**src/rtl/fdivsqrt_r2_seq.sv**
```systemverilog
// Radix-2 divide/sqrt sequencer: accepts an op, pulses the datapath load, runs N recurrence
// steps and holds the result valid until the consumer takes it.
module fdivsqrt_r2_seq #(
   parameter int unsigned CNTW = 7
) (
   input  logic            clk,
   input  logic            resetn,
   input  logic            Start,
   input  logic            SqrtE,
   input  logic            SpecialCaseE,
   input  logic [CNTW-1:0] NumIterE,
   input  logic            Flush,
   input  logic            ResultReady,
   output logic            Ready,
   output logic            Init,
   output logic            IterEn,
   output logic            LastIter,
   output logic            Busy,
   output logic            Valid,
   output logic            SqrtM,
   output logic            SpecialCaseM,
   output logic [CNTW-1:0] IterCnt
);

   // One-hot encoding; any illegal pattern decodes to no outputs and recovers to idle.
   typedef enum logic [2:0] {
      StIdle = 3'b001,
      StIter = 3'b010,
      StDone = 3'b100
   } state_e;

   state_e          state_q, state_d;
   logic [CNTW-1:0] iter_cnt_q, iter_cnt_d;
   logic            sqrt_q, sqrt_d;
   logic            special_q, special_d;

   logic            accept;
   logic            bypass;

   always_comb begin
      accept = Start & (state_q == StIdle) & ~Flush;
      bypass = SpecialCaseE | (NumIterE == '0);
   end

   always_comb begin
      state_d    = state_q;
      iter_cnt_d = iter_cnt_q;
      sqrt_d     = sqrt_q;
      special_d  = special_q;

      if (Flush) begin
         state_d    = StIdle;
         iter_cnt_d = '0;
      end else begin
         unique case (state_q)
            StIdle: begin
               if (accept) begin
                  sqrt_d    = SqrtE;
                  special_d = SpecialCaseE;
                  if (bypass) begin
                     state_d    = StDone;
                     iter_cnt_d = '0;
                  end else begin
                     state_d    = StIter;
                     iter_cnt_d = NumIterE;
                  end
               end
            end
            StIter: begin
               // A count of 1 is the final step; 0 cannot occur here but is treated the same
               // so the counter never wraps.
               if (iter_cnt_q > CNTW'(1)) begin
                  iter_cnt_d = iter_cnt_q - CNTW'(1);
               end else begin
                  state_d    = StDone;
                  iter_cnt_d = '0;
               end
            end
            StDone: begin
               if (ResultReady) begin
                  state_d = StIdle;
               end
            end
            default: begin
               state_d    = StIdle;
               iter_cnt_d = '0;
            end
         endcase
      end
   end

   always_ff @(posedge clk or negedge resetn) begin
      if (!resetn) begin
         state_q    <= StIdle;
         iter_cnt_q <= '0;
         sqrt_q     <= 1'b0;
         special_q  <= 1'b0;
      end else begin
         state_q    <= state_d;
         iter_cnt_q <= iter_cnt_d;
         sqrt_q     <= sqrt_d;
         special_q  <= special_d;
      end
   end

   always_comb begin
      Ready        = (state_q == StIdle);
      Init         = accept & ~bypass;
      IterEn       = (state_q == StIter);
      LastIter     = (state_q == StIter) & (iter_cnt_q == CNTW'(1));
      Busy         = (state_q == StIter) | (state_q == StDone);
      Valid        = (state_q == StDone);
      SqrtM        = sqrt_q;
      SpecialCaseM = special_q;
      IterCnt      = iter_cnt_q;
   end

endmodule
```
**config.mk**
```make
export PLATFORM = sky130hd
export DESIGN_NAME = fdivsqrt_r2_seq
export DESIGN_NICKNAME = d
export VERILOG_FILES = /design/src/rtl/fdivsqrt_r2_seq.sv
export SDC_FILE = /design/constraint.sdc
export NUM_CORES = 1
export LEC_CHECK = 0
export ABC_AREA = 1
export CELL_PAD_IN_SITES_DETAIL_PLACEMENT = 0
export CELL_PAD_IN_SITES_GLOBAL_PLACEMENT = 1
export CORE_MARGIN = 2
export CORE_UTILIZATION = 31
export CTS_CLUSTER_DIAMETER = 40
export CTS_CLUSTER_SIZE = 14
export DETAILED_ROUTE_END_ITERATION = 10
export HOLD_SLACK_MARGIN = 0.15
export PLACE_DENSITY = 0.8
export SYNTH_ARGS = -nofsm -noshare
export SYNTH_HDL_FRONTEND = slang
export SYNTH_SLANG_ARGS = --single-unit
```
**constraint.sdc**
```tcl
create_clock -name clk -period 1.5 [get_ports clk]
set_input_delay 0.225 -clock clk [delete_from_list [all_inputs] [get_ports clk]]
set_output_delay 0.225 -clock clk [all_outputs]
set_load 0.05 [all_outputs]
```
=== Yosys cells after proc, flatten, opt, wreduce, memory -nomap -nowiden ===
Index checks and enable logic that the tools add are counted.
W data, S select, Z words.

* Memory bits (read-only): 0
* Output and inout bits: 15
* Register bits: 12
* Memories: 0
* Memory bits (writable): 0
* Bits in latches: 0
* Input port bits: 14

* $lt $le $gt $ge: 1
* Eq/ne operators: 8
* Bitwise gates (word level): 8
* Add/sub/neg operators: 1
* Multiply operators: 0
* Div/mod/pow operators: 0
* Muxes and demuxes: 11
* Shift-type cells: 0
* Reductions and logical operators: 4

{| class="wikitable"
|+ Operators with widths
! operator !! number
|-
| $mux W7 || 4
|-
| $pmux W7 S3 || 1
|-
| $mux W3 || 5
|-
| $pmux W3 S3 || 1
|-
| $eq A7 B1 Y1 const B || 1
|-
| $gt A7 B1 Y1 const B || 1
|-
| $logic_not A7 Y1 || 1
|-
| $sub A7 B1 Y7 const B || 1
|-
| $ne A3 B3 Y1 const B || 2
|-
| $reduce_and A3 Y1 || 2
|-
| $and A1 B1 Y1 || 4
|-
| $eq A3 B1 Y1 const B || 1
|-
| $eq A3 B2 Y1 const B || 1
|-
| $eq A3 B3 Y1 const B || 1
|-
| $ne A3 B2 Y1 const B || 1
|-
| $ne A2 B2 Y1 const B || 1
|-
| $not A1 Y1 || 2
|-
| $or A1 B1 Y1 || 2
|-
| $reduce_and A2 Y1 || 1
|}

=== Logic depth before layout (Yosys ltp) ===
Gate-level depths: netlist of run 1.

* Depth after elaboration: 6
* Depth in mapped cells: 9
* Gate-level depth less buffers: 9

=== Worst setup path after synthesis of run 1 ===
Ideal clock, no wire load.

* Path type: reg2out
* From: register iter_cnt_q[0], in the netlist IterCnt[0]
* To: output port LastIter
* Data arrival time: 1.766 ns
* Cell stages (with the launch flop): 6
* Path buffers: 0
* Required time: 1.275 ns
* Path slack: -0.491 ns
* Cell sequence: dfrtp_1 > ha_1 > inv_1 > nor2_1 > nand3_1 > nor2_1

* Longest elaborated chain between the ends: 2

{| class="wikitable"
|+ RTL lines
! what !! line !! text
|-
| from (decl) || 33 || <nowiki>logic [CNTW-1:0] iter_cnt_q, iter_cnt_d;</nowiki>
|-
| from (signal assigned) || 100 || <nowiki>iter_cnt_q <= iter_cnt_d;</nowiki>
|-
| $eq A7 B1 Y1 || 110 || <nowiki>LastIter = (state_q == StIter) & (iter_cnt_q == CNTW'(1));</nowiki>
|-
| $and A1 B1 Y1 || 110 ||
|-
| to (decl) || 17 || <nowiki>output logic LastIter,</nowiki>
|}

No other way between the ends.

=== Final worst setup path of run 1 ===
* From: register state_q[0]
* To: output port LastIter

* Longest elaborated chain between the ends: 2

{| class="wikitable"
|+ RTL lines
! what !! line !! text
|-
| from (decl) || 32 || <nowiki>state_e state_q, state_d;</nowiki>
|-
| from (signal assigned) || 94 || <nowiki>state_q <= StIdle;</nowiki>
|-
| from (signal assigned) || 99 || <nowiki>state_q <= state_d;</nowiki>
|-
| $eq A3 B2 Y1 || 110 ||
|-
| $and A1 B1 Y1 || 110 ||
|}

No other way between the ends.

==> implementation parameters, run 1 <==
Parameter                              Value

Drt
  1st-iter DRT viols    31
  Overall via count from detail_route    1120
  Drt pass-1 iters    4
  Vias per std cell    4.87
  Detailed-route wire length    2830 um
  Post-route DRC violation count    0
  Final antenna-violating net count    0
  Routed length per instance    12.3 um

Global route
  Global-route wire length before repair    4700 um
  Largest net degree at the start of global routing    13
  Via count of the first global-routing pass    1081
  Global-route total usage across every layer    18.0%
  Number of antenna violations at the first check in global routing    0
  GR Overflow Total    0

Timing
  Final worst-path cycle share    110%
  Final setup violation count    5
  Max-slew violation count    0
  Hold Fails Final Rpt    0
  Peak clock frequency supported by timing    0.607 GHz
  Worst-margin pin slew    0.286 ns
  Total negative slack    -0.422 ns
  Headroom to the max-slew limit    80.9%
  Time the final worst path needs with I/O delays and setup    1.65 ns
  Clock tree skew after final layout    0.00194 ns
  Worst-case setup margin in the final layout    -0.148 ns
  RSZ-0062 raised after global routing    yes

Worst setup path
  Worst reg-to-reg setup slack    -0.01 ns
  CP max-delay cell    sky130_fd_sc_hd__dfstp_2
  Type of the worst setup path    flip-flop to output pin
  Setup crit start kind    flip-flop
  Element type at the critical path end    output pin
  Largest incremental delay on the critical path    0.65 ns
  Cell family with the largest share of critical-path delay    flip-flops
  Critical path buffers and inverters    2
  Crit Path Max Fanout    5
  Arrival time at the worst endpoint    1.42 ns
  Crit path required time    1.27 ns
  Crit path cell chain    nand3b_1 -> buf_4 -> nor2_4 -> buf_12

Yosys
  Instance count of the mapped netlist    140
  Synth Register Bits    12
  Syn_area_per_cell    6.64 um^2
  Cell types with the largest area share after synthesis    sky130_fd_sc_hd__dfrtp_1, sky130_fd_sc_hd__nand2_1, sky130_fd_sc_hd__nand4_1
  Share of flip-flops with an asynchronous set or reset after synthesis    100%
  Leading post-synthesis cells by instance count    sky130_fd_sc_hd__nand2_1, sky130_fd_sc_hd__nor2_1, sky130_fd_sc_hd__inv_1
  Dominant cell type by area after synthesis    sky130_fd_sc_hd__dfrtp_1
  Synthesized cell area    930 um^2
  Number of enable-type register cells in the synthesized netlist    0
  Flip-flop cell with the highest count after synthesis    sky130_fd_sc_hd__dfrtp_1
  Number of library cell types mapped by synthesis    27
  Top cell type's share of synthesized area    29.6%
  Number of nets produced by synthesis    156
  Part of the Yosys area used for sequential elements    32.4%
  Most numerous cell in the Yosys netlist    sky130_fd_sc_hd__nand2_1
  Count of warnings emitted by yosys    0

Die
  Die ar.    3450 um^2
  Effective utilization at floorplan    33.1%
  IO Count    29
  Row Count    19
  Core footprint    2810 um^2
  Vertical extent of the die    58.8 um
  Die span in x    58.8 um

Cells and area
  Cell area after layout    1730 um^2
  Number of nets in the final layout    216
  Fraction of final layout cells sized beyond drive strength 1    42.2%
  Antenna cell count    0
  Non-filler cells, final    230
  Fillers    260
  Area of combinational cells with multiple inputs    652 um^2
  Area growth from synthesis to layout    85.6%
  Area of all sequential standard cells    310 um^2

Power and ir drop
  IR drop worst, VDD    0.678 mV
  Reported net switching power    768 uW
  Relative contribution of combinational cells to total power    60.7%
  Clk pwr share    12.8%
  Internal power contribution    960 uW
  Leak pwr    0.000840 uW
  Power density cells    1000 nW/um^2
  Switch share    44.5%
  Fraction of power consumed by sequential logic    26.5%

Clocking
  Worst-case clock buffer depth    2
  Number of H-tree levels    1
  Hold-fix buffer count after cts    0
  Clock transition at the registers of the reported paths    0.08 ns
  Number of buffers added by the clock tree synthesis step    3
  Clock tree from TritonCTS    yes
  CTS Root Buffer Type    sky130_fd_sc_hd__clkbuf_4
  Clock latency reported for the late side of the worst-skew pair    0.28 ns
  Total clock sinks    12

Placed design
  Number of port buffers    28
  Pre-CTS setup slack    -0.100 ns
  Area after DPL    1520 um^2
  HPWL after detailed placement    2140 um
  RePlAce Congestion    0.783
  Cell Count Post-Placement    215

Job
  Reported max-cap violation count    0

Hold path
  Hold Path Class    input pin to asynchronous set/reset pin

Outcome
  Violations in the final reports    setup timing
  Result of the run    complete, but fails checks
==> timing repair <==
action	CTS	global route
setup endpoints to repair	5	15
resized for setup	16	18
cloned	0	0
setup buffers	5	7
pin swaps	6	11
==> path summary, 6_finish.rpt <==
path | endpoint | depth (start not counted) | start
setup / recovery | LastIter | 4 | state_q[0]
hold reg to reg | SpecialCaseM | 2 | SpecialCaseM
max in group asynchronous | state_q[0] | 2 | resetn
setup reg to reg | SqrtM | 6 | state_q[0]
hold / removal | IterCnt[3] | 2 | resetn
min in group clk | IterCnt[5] | 6 | NumIterE[5]
==> registers in the layout (all words and copies together) (netlist names) <==
name and flops:
state_q 3, SpecialCaseM 1, SqrtM 1, IterCnt 7
==> stage by stage <==
step / utilization (%) / total power, uW / hold slack [ns]
final: 61.5 / 1730 / 0.240
after global placement: 54.0 / 1340 / 0.480
after CTS: 58.1 / 1670 / 0.239
after detailed placement: 54.0 / 1360 / 0.500
after global routing: 61.5 / 1830 / 0.265
after floorplan: - / 984 / -0.0706
==> cell usage in the layout (no fill, tap or decap), types with 6 or more instances in the layout <==
| cell type | count |
|---|---|
| sky130_fd_sc_hd__buf_12 | 13 |
| sky130_fd_sc_hd__buf_4 | 27 |
| sky130_fd_sc_hd__clkdlybuf4s50_1 | 12 |
| sky130_fd_sc_hd__dfrtp_2 | 7 |
| sky130_fd_sc_hd__inv_1 | 8 |
| sky130_fd_sc_hd__nand2_1 | 51 |
| sky130_fd_sc_hd__nand3_1 | 10 |
| sky130_fd_sc_hd__nand4_1 | 11 |
| sky130_fd_sc_hd__nor2_1 | 7 |
| sky130_fd_sc_hd__nor2_4 | 6 |
==> kinds of logic after synthesis <==
kind of cell,synth area share (%)
fa+ha+maj,2.69
compound gates,3.77
mux,1.61
flops,32.4
buf+inv,7.67
simple gates,50.9
xor+xnor,0.942
==> power groups by stage <==
stage | Clock (uW) | Combinational (uW) | Sequential, uW
after floorplan | 0 | 415 | 569
after global placement | 0 | 894 | 447
after detailed placement | 0 | 912 | 452
after CTS | 224 | 994 | 454
after global routing | 238 | 1130 | 465
final | 221 | 1050 | 459
==> metal layers <==
metal / track usage, % / up-vias / wire [um]
li1: - / 574 / -
met1: 23.5 / 513 / 1300
met2: 30.3 / 28 / 1380
met3: 1.54 / 5 / 97
met4: 7.79 / 0 / 51
met5: 0 / - / 0
==> layout make-up <==
| type | instances | share of cell area [%] |
|---|---|---|
| repair buffers | 57 | 37.1 |
| inverters | 14 | 3.34 |
| clock buffers | 4 | 1.52 |
| flip-flops and latches | 12 | 18.0 |
| well taps | 31 | 2.25 |
| multi-input cells | 112 | 37.8 |
Note: power is estimated with default switching activity, not from simulation.
==> inputs of run 2 (changes only) <==
--- a/config.mk
+++ b/config.mk
@@ -15,6 +15,7 @@
 export DETAILED_ROUTE_END_ITERATION = 10
 export HOLD_SLACK_MARGIN = 0.15
 export PLACE_DENSITY = 0.8
+export SETUP_SLACK_MARGIN = 0.2
 export SYNTH_ARGS = -nofsm -noshare
 export SYNTH_HDL_FRONTEND = slang
 export SYNTH_SLANG_ARGS = --single-unit
==> implementation parameters, run 2 (synthesis results as in run 1) <==
Parameter                              Value

Cells and area
  Fraction of final layout cells sized beyond drive strength 1    46.8% (+4.6 points)
  Fraction of the core area covered by cells at the end of the flow    65.0% (+3.5 points)
  Number of nets in the final layout    222 (+2.8%)
  Area growth from synthesis to layout    96.1%
  Max reg flops    7 (unchanged)
  Antenna cell count    0 (unchanged)
  Highest-count cells in the layout ignoring fill and taps    sky130_fd_sc_hd__nand2_1, sky130_fd_sc_hd__buf_4, sky130_fd_sc_hd__buf_12
  Non-filler cells, final    236 (+2.6%)
  Most frequent standard cell in the layout excluding fill and tap cells    sky130_fd_sc_hd__nand2_1

Drt
  Final antenna-violating net count    0 (unchanged)
  Vias per std cell    5.08 (+4.4%)
  Detailed-route wire length    3020 um (+6.7%)
  Drt pass-1 iters    4 (unchanged)
  Routed length per instance    12.8 um (+4.0%)
  Post-route DRC violation count    0 (unchanged)
  Overall via count from detail_route    1200 (+7.1%)
  1st-iter DRT viols    23 (-26%)

Clocking
  Number of H-tree levels    1 (unchanged)
  Total clock sinks    12 (unchanged)
  Clock transition at the registers of the reported paths    0.08 ns (about the same)
  Clock tree from TritonCTS    yes
  Worst-case clock buffer depth    2 (unchanged)
  CTS Root Buffer Type    sky130_fd_sc_hd__clkbuf_4
  Number of buffers added by the clock tree synthesis step    3 (unchanged)
  Clock latency reported for the late side of the worst-skew pair    0.27 ns (about the same)

Timing
  Worst-case setup margin in the final layout    -0.149 ns (-0.000936 ns)
  Peak clock frequency supported by timing    0.606 GHz (about the same)
  RSZ-0062 raised after global routing    yes
  Clock tree skew after final layout    0.00583 ns (+0.00390 ns)
  Final worst-path cycle share    110% (about the same)
  Headroom to the max-slew limit    81.9% (+0.96 points)
  Hold Fails Final Rpt    0 (unchanged)
  Max-slew violation count    0 (unchanged)
  Worst-margin pin slew    0.270 ns (-0.0164 ns)
  Time the final worst path needs with I/O delays and setup    1.65 ns (+0.000936 ns)
  Final setup violation count    12 (+7)

Placed design
  HPWL after detailed placement    2220 um (+3.9%)
  Cell Count Post-Placement    215 (unchanged)
  RePlAce Congestion    0.824 (+5.2%)
  Number of port buffers    28 (unchanged)

Worst setup path
  Element type at the critical path end    output pin
  Crit Path Max Fanout    2 (-3)
  Crit path required time    1.27 ns (about the same)
  Setup crit start kind    input pin
  Arrival time at the worst endpoint    1.42 ns (about the same)
  Type of the worst setup path    input pin to output pin

Die
  Vertical extent of the die    58.8 um (unchanged)
  Row Count    19 (unchanged)
  Core footprint    2810 um^2 (unchanged)
  Die ar.    3450 um^2 (unchanged)
  Effective utilization at floorplan    33.1% (unchanged)
  Die span in x    58.8 um (unchanged)
  IO Count    29 (unchanged)

Global route
  Number of antenna violations at the first check in global routing    0 (unchanged)
  Global-route total usage across every layer    19.1% (+1.1 points)
  Via count of the first global-routing pass    1227 (+14%)
  Largest net degree at the start of global routing    13 (unchanged)
  Global-route wire length before repair    5020 um (+6.8%)
  GR Overflow Total    0 (unchanged)

Hold path
  Hold Path Class    input pin to asynchronous set/reset pin

Power and ir drop
  Leak pwr    0.000884 uW (+5.3%)
  Final Total Pwr    1820 uW (+5.2%)
  IR drop worst, VDD    0.839 mV (+24%)
  Power density cells    997 nW/um^2 (-0.44%)

Outcome
  Violations in the final reports    setup timing
  Result of the run    complete, but fails checks

Job
  Reported max-cap violation count    0 (unchanged)
-- run 2: critical path: stages --
cell                              delay, ns
sky130_fd_sc_hd__clkdlybuf4s50_1       0.45
sky130_fd_sc_hd__nor3_1                0.29
sky130_fd_sc_hd__nand2_1               0.15
sky130_fd_sc_hd__nand2_2               0.12
sky130_fd_sc_hd__nor2_4                0.05
sky130_fd_sc_hd__buf_12                0.14
-- run 2: metrics by stage --
stage	setup TNS, ns	area (um^2)	setup WS [ns]	hold slack (ns)
2_1_floorplan	-0.462	976	-0.0664	-0.0706
3_3_place_gp	-0.0467	1540	-0.0466	0.482
3_5_place_dp	-0.292	1540	-0.118	0.487
4_1_cts	-0.553	1700	-0.149	0.248
5_1_grt	-1.28	1820	-0.188	0.274
6_report	-0.750	1820	-0.149	0.242
-- run 2: path summary, 6_finish.rpt --
path / startpoint / end / slack (ns) / depth (start not counted)
max in group asynchronous: resetn / state_q[0] / 1.02 / 2
min in group clk: NumIterE[5] / IterCnt[5] / 0.38 / 5
hold / removal: resetn / SqrtM / 0.24 / 2
setup / recovery: NumIterE[6] / Init / -0.15 / 6
setup reg to reg: state_q[0] / IterCnt[0] / -0.06 / 7
hold reg to reg: SpecialCaseM / SpecialCaseM / 0.52 / 2
-- run 2: power by group --
group          internal, uW  total (uW)  switching, uW
Combinational           542        1150            604
Clock                   103         213            110
Sequential              383         458           75.8
-- run 2: layout make-up --
type / instances / area [um^2]
inverter: 14 / 57.6
clock buffer: 4 / 26.3
tap: 31 / 38.8
fill: 232 / 982
timing repair buffer: 63 / 712
multi-input combinational: 112 / 681
sequential: 12 / 308
-- run 2: routing by layer --
layer / global-route usage, % / vias to the layer above / routed length, um
met5: 0 / - / 0
met4: 8.77 / 0 / 84
met3: 3.30 / 12 / 184
met2: 34.4 / 46 / 1490
met1: 21.6 / 557 / 1260
li1: - / 585 / -
-- run 2: what timing repair did --
item,4_1_cts,5_1_grt
pin swaps,8,11
resized for setup,21,21
hold buffers,0,0
endpoints found under the setup margin,17,18
buffers inserted,9,8
==> inputs of run 3 (changes only) <==
--- a/config.mk
+++ b/config.mk
@@ -19,3 +19,4 @@
 export SYNTH_ARGS = -nofsm -noshare
 export SYNTH_HDL_FRONTEND = slang
 export SYNTH_SLANG_ARGS = --single-unit
+export TNS_END_PERCENT = 5
==> implementation parameters, run 3 (synthesis results as in run 1) <==
Parameter                              Value

Placed design
  Pre-CTS setup slack    -0.0713 ns (+0.0465 ns)
  RePlAce Congestion    0.818 (-0.78%)
  Area after DPL    1510 um^2 (-2.0%)
  HPWL after detailed placement    2150 um (-3.2%)
  Number of port buffers    28 (unchanged)
  Cell Count Post-Placement    214 (-0.47%)

Worst setup path
  Crit path required time    1.27 ns (about the same)
  Cell family with the largest share of critical-path delay    flip-flops
  Worst reg-to-reg setup slack    0.05 ns (+0.11 ns)
  Largest incremental delay on the critical path    0.41 ns (-0.04 ns)
  Setup crit start kind    flip-flop
  Element type at the critical path end    output pin
  Crit Path Max Fanout    2 (unchanged)
  Arrival time at the worst endpoint    1.42 ns (about the same)
  CP max-delay cell    sky130_fd_sc_hd__dfrtp_2
  Cell with the most instances on the worst path    sky130_fd_sc_hd__inv_2
  Critical path buffers and inverters    3 (+1)
  Type of the worst setup path    flip-flop to output pin
  Crit path cell chain    inv_2 -> ha_4 -> inv_2 -> nor2_2 -> nand3_2 -> nor2_4 -> buf_12

Timing
  Worst-margin pin slew    0.255 ns (-0.0148 ns)
  Final setup violation count    6 (-6)
  Hold Fails Final Rpt    0 (unchanged)
  Time the final worst path needs with I/O delays and setup    1.64 ns (-0.00876 ns)
  Max-slew violation count    0 (unchanged)
  Peak clock frequency supported by timing    0.610 GHz (+0.53%)
  Worst-case setup margin in the final layout    -0.140 ns (+0.00876 ns)
  Minimum hold slack    0.246 ns (+0.00391 ns)
  Final worst-path cycle share    109% (-0.58 points)
  RSZ-0062 raised after global routing    yes
  Clock tree skew after final layout    0.00382 ns (-0.00201 ns)
  Headroom to the max-slew limit    83.0% (+1.1 points)

Drt
  Final antenna-violating net count    0 (unchanged)
  Routed length per instance    12.6 um (-0.99%)
  Detailed-route wire length    2810 um (-6.9%)
  1st-iter DRT viols    42 (+83%)
  Vias per std cell    5.01 (-1.4%)
  Post-route DRC violation count    1 (+1)
  Drt pass-1 iters    7 (+3)
  Overall via count from detail_route    1113 (-7.2%)

Global route
  Largest net degree at the start of global routing    13 (unchanged)
  Global-route total usage across every layer    18.8% (-0.32 points)
  Number of antenna violations at the first check in global routing    0 (unchanged)
  GR Overflow Total    0 (unchanged)
  Global-route wire length before repair    4860 um (-3.0%)
  Via count of the first global-routing pass    1078 (-12%)

Clocking
  Worst-case clock buffer depth    2 (unchanged)
  CTS Root Buffer Type    sky130_fd_sc_hd__clkbuf_4
  Total clock sinks    12 (unchanged)
  Hold-fix buffer count after cts    0 (unchanged)
  Number of buffers added by the clock tree synthesis step    3 (unchanged)
  Clock transition at the registers of the reported paths    0.08 ns (about the same)
  Clock tree from TritonCTS    yes
  Clock latency reported for the late side of the worst-skew pair    0.28 ns (about the same)
  Number of H-tree levels    1 (unchanged)

Power and ir drop
  Power density cells    1010 nW/um^2 (+0.87%)
  IR drop worst, VDD    0.802 mV (-4.3%)
  Leak pwr    0.000795 uW (-10%)

Die
  IO Count    29 (unchanged)
  Die span in x    58.8 um (unchanged)
  Core footprint    2810 um^2 (unchanged)
  Row Count    19 (unchanged)
  Vertical extent of the die    58.8 um (unchanged)
  Die ar.    3450 um^2 (unchanged)
  Effective utilization at floorplan    33.1% (unchanged)

Cells and area
  Area of all sequential standard cells    310 um^2 (+0.81%)
  Most frequent standard cell in the layout excluding fill and tap cells    sky130_fd_sc_hd__nand2_1
  Area of combinational cells with multiple inputs    684 um^2 (+0.55%)
  Antenna cell count    0 (unchanged)
  Number of nets in the final layout    208 (-6.3%)
  Max reg flops    7 (unchanged)
  Fraction of the core area covered by cells at the end of the flow    60.2% (-4.8 points)
  Area growth from synthesis to layout    81.7%
  Cell area after layout    1690 um^2 (-7.3%)
  Highest-count cells in the layout ignoring fill and taps    sky130_fd_sc_hd__nand2_1, sky130_fd_sc_hd__buf_4, sky130_fd_sc_hd__clkdlybuf4s50_1, sky130_fd_sc_hd__buf_12, sky130_fd_sc_hd__nand4_1
  Fraction of final layout cells sized beyond drive strength 1    39.8% (-7.0 points)
  Fillers    249 (+7.3%)
  Non-filler cells, final    222 (-5.9%)

Job
  Reported max-cap violation count    0 (unchanged)

Outcome
  Result of the run    complete, but fails checks
  Violations in the final reports    DRC, setup timing

Hold path
  Hold Path Class    input pin to asynchronous set/reset pin
run 3: worst reg2reg max path: stages (launching register included):
cell	delay, ns
sky130_fd_sc_hd__dfstp_2	0.63
sky130_fd_sc_hd__nand2_4	0.09
sky130_fd_sc_hd__inv_4	0.08
sky130_fd_sc_hd__nand3_4	0.07
sky130_fd_sc_hd__buf_4	0.17
sky130_fd_sc_hd__mux2_4	0.30
run 3: layout make-up:
class / count / share of cell area (%)
clock buffer: 4 / 1.56
inverter: 14 / 3.26
multi-input combinational: 112 / 40.5
sequential: 12 / 18.4
tap: 31 / 2.30
timing repair buffer: 49 / 34.0
run 3: power by group:
part / internal [uW] / switching, uW / leakage [uW]
Combinational: 446 / 573 / 0.000632
Sequential: 383 / 76.4 / 0.000147
Clock: 103 / 117 / 0.0000150
Total: 933 / 766 / 0.000795
run 3: stage by stage:
stage	total power, uW	TNS (ns)
2_1_floorplan	978	-0.526
3_5_place_dp	1360	-0.511
5_1_grt	1800	-0.859
4_1_cts	1690	-0.596
6_report	1700	-0.523
3_3_place_gp	1340	-0.336
run 3: worst paths after layout:
check | from | to | cells after the start
worst max-delay path | IterCnt[1] | LastIter | 7
worst min-delay path | resetn | SqrtM | 2
worst max register to register | state_q[0] | SqrtM | 5
worst min register to register | SpecialCaseM | SpecialCaseM | 2
max in group asynchronous | resetn | state_q[0] | 2
min in group clk | SpecialCaseM | SpecialCaseM | 2
run 3: repair_timing:
action	4_1_cts	5_1_grt
gates resized for setup	32	5
endpoints found under the setup margin	17	19
gates cloned	0	0
pin swaps	16	6
setup buffers	4	0
run 3: metal layers:
layer | up-vias | part of all wire (%) | global-route usage [%]
li1 | 562 | - | -
met1 | 519 | 46 | 24.6
met2 | 28 | 49 | 31.6
met3 | 4 | 3.7 | 2.20
met4 | 0 | 1.5 | 6.82
met5 | - | 0 | 0
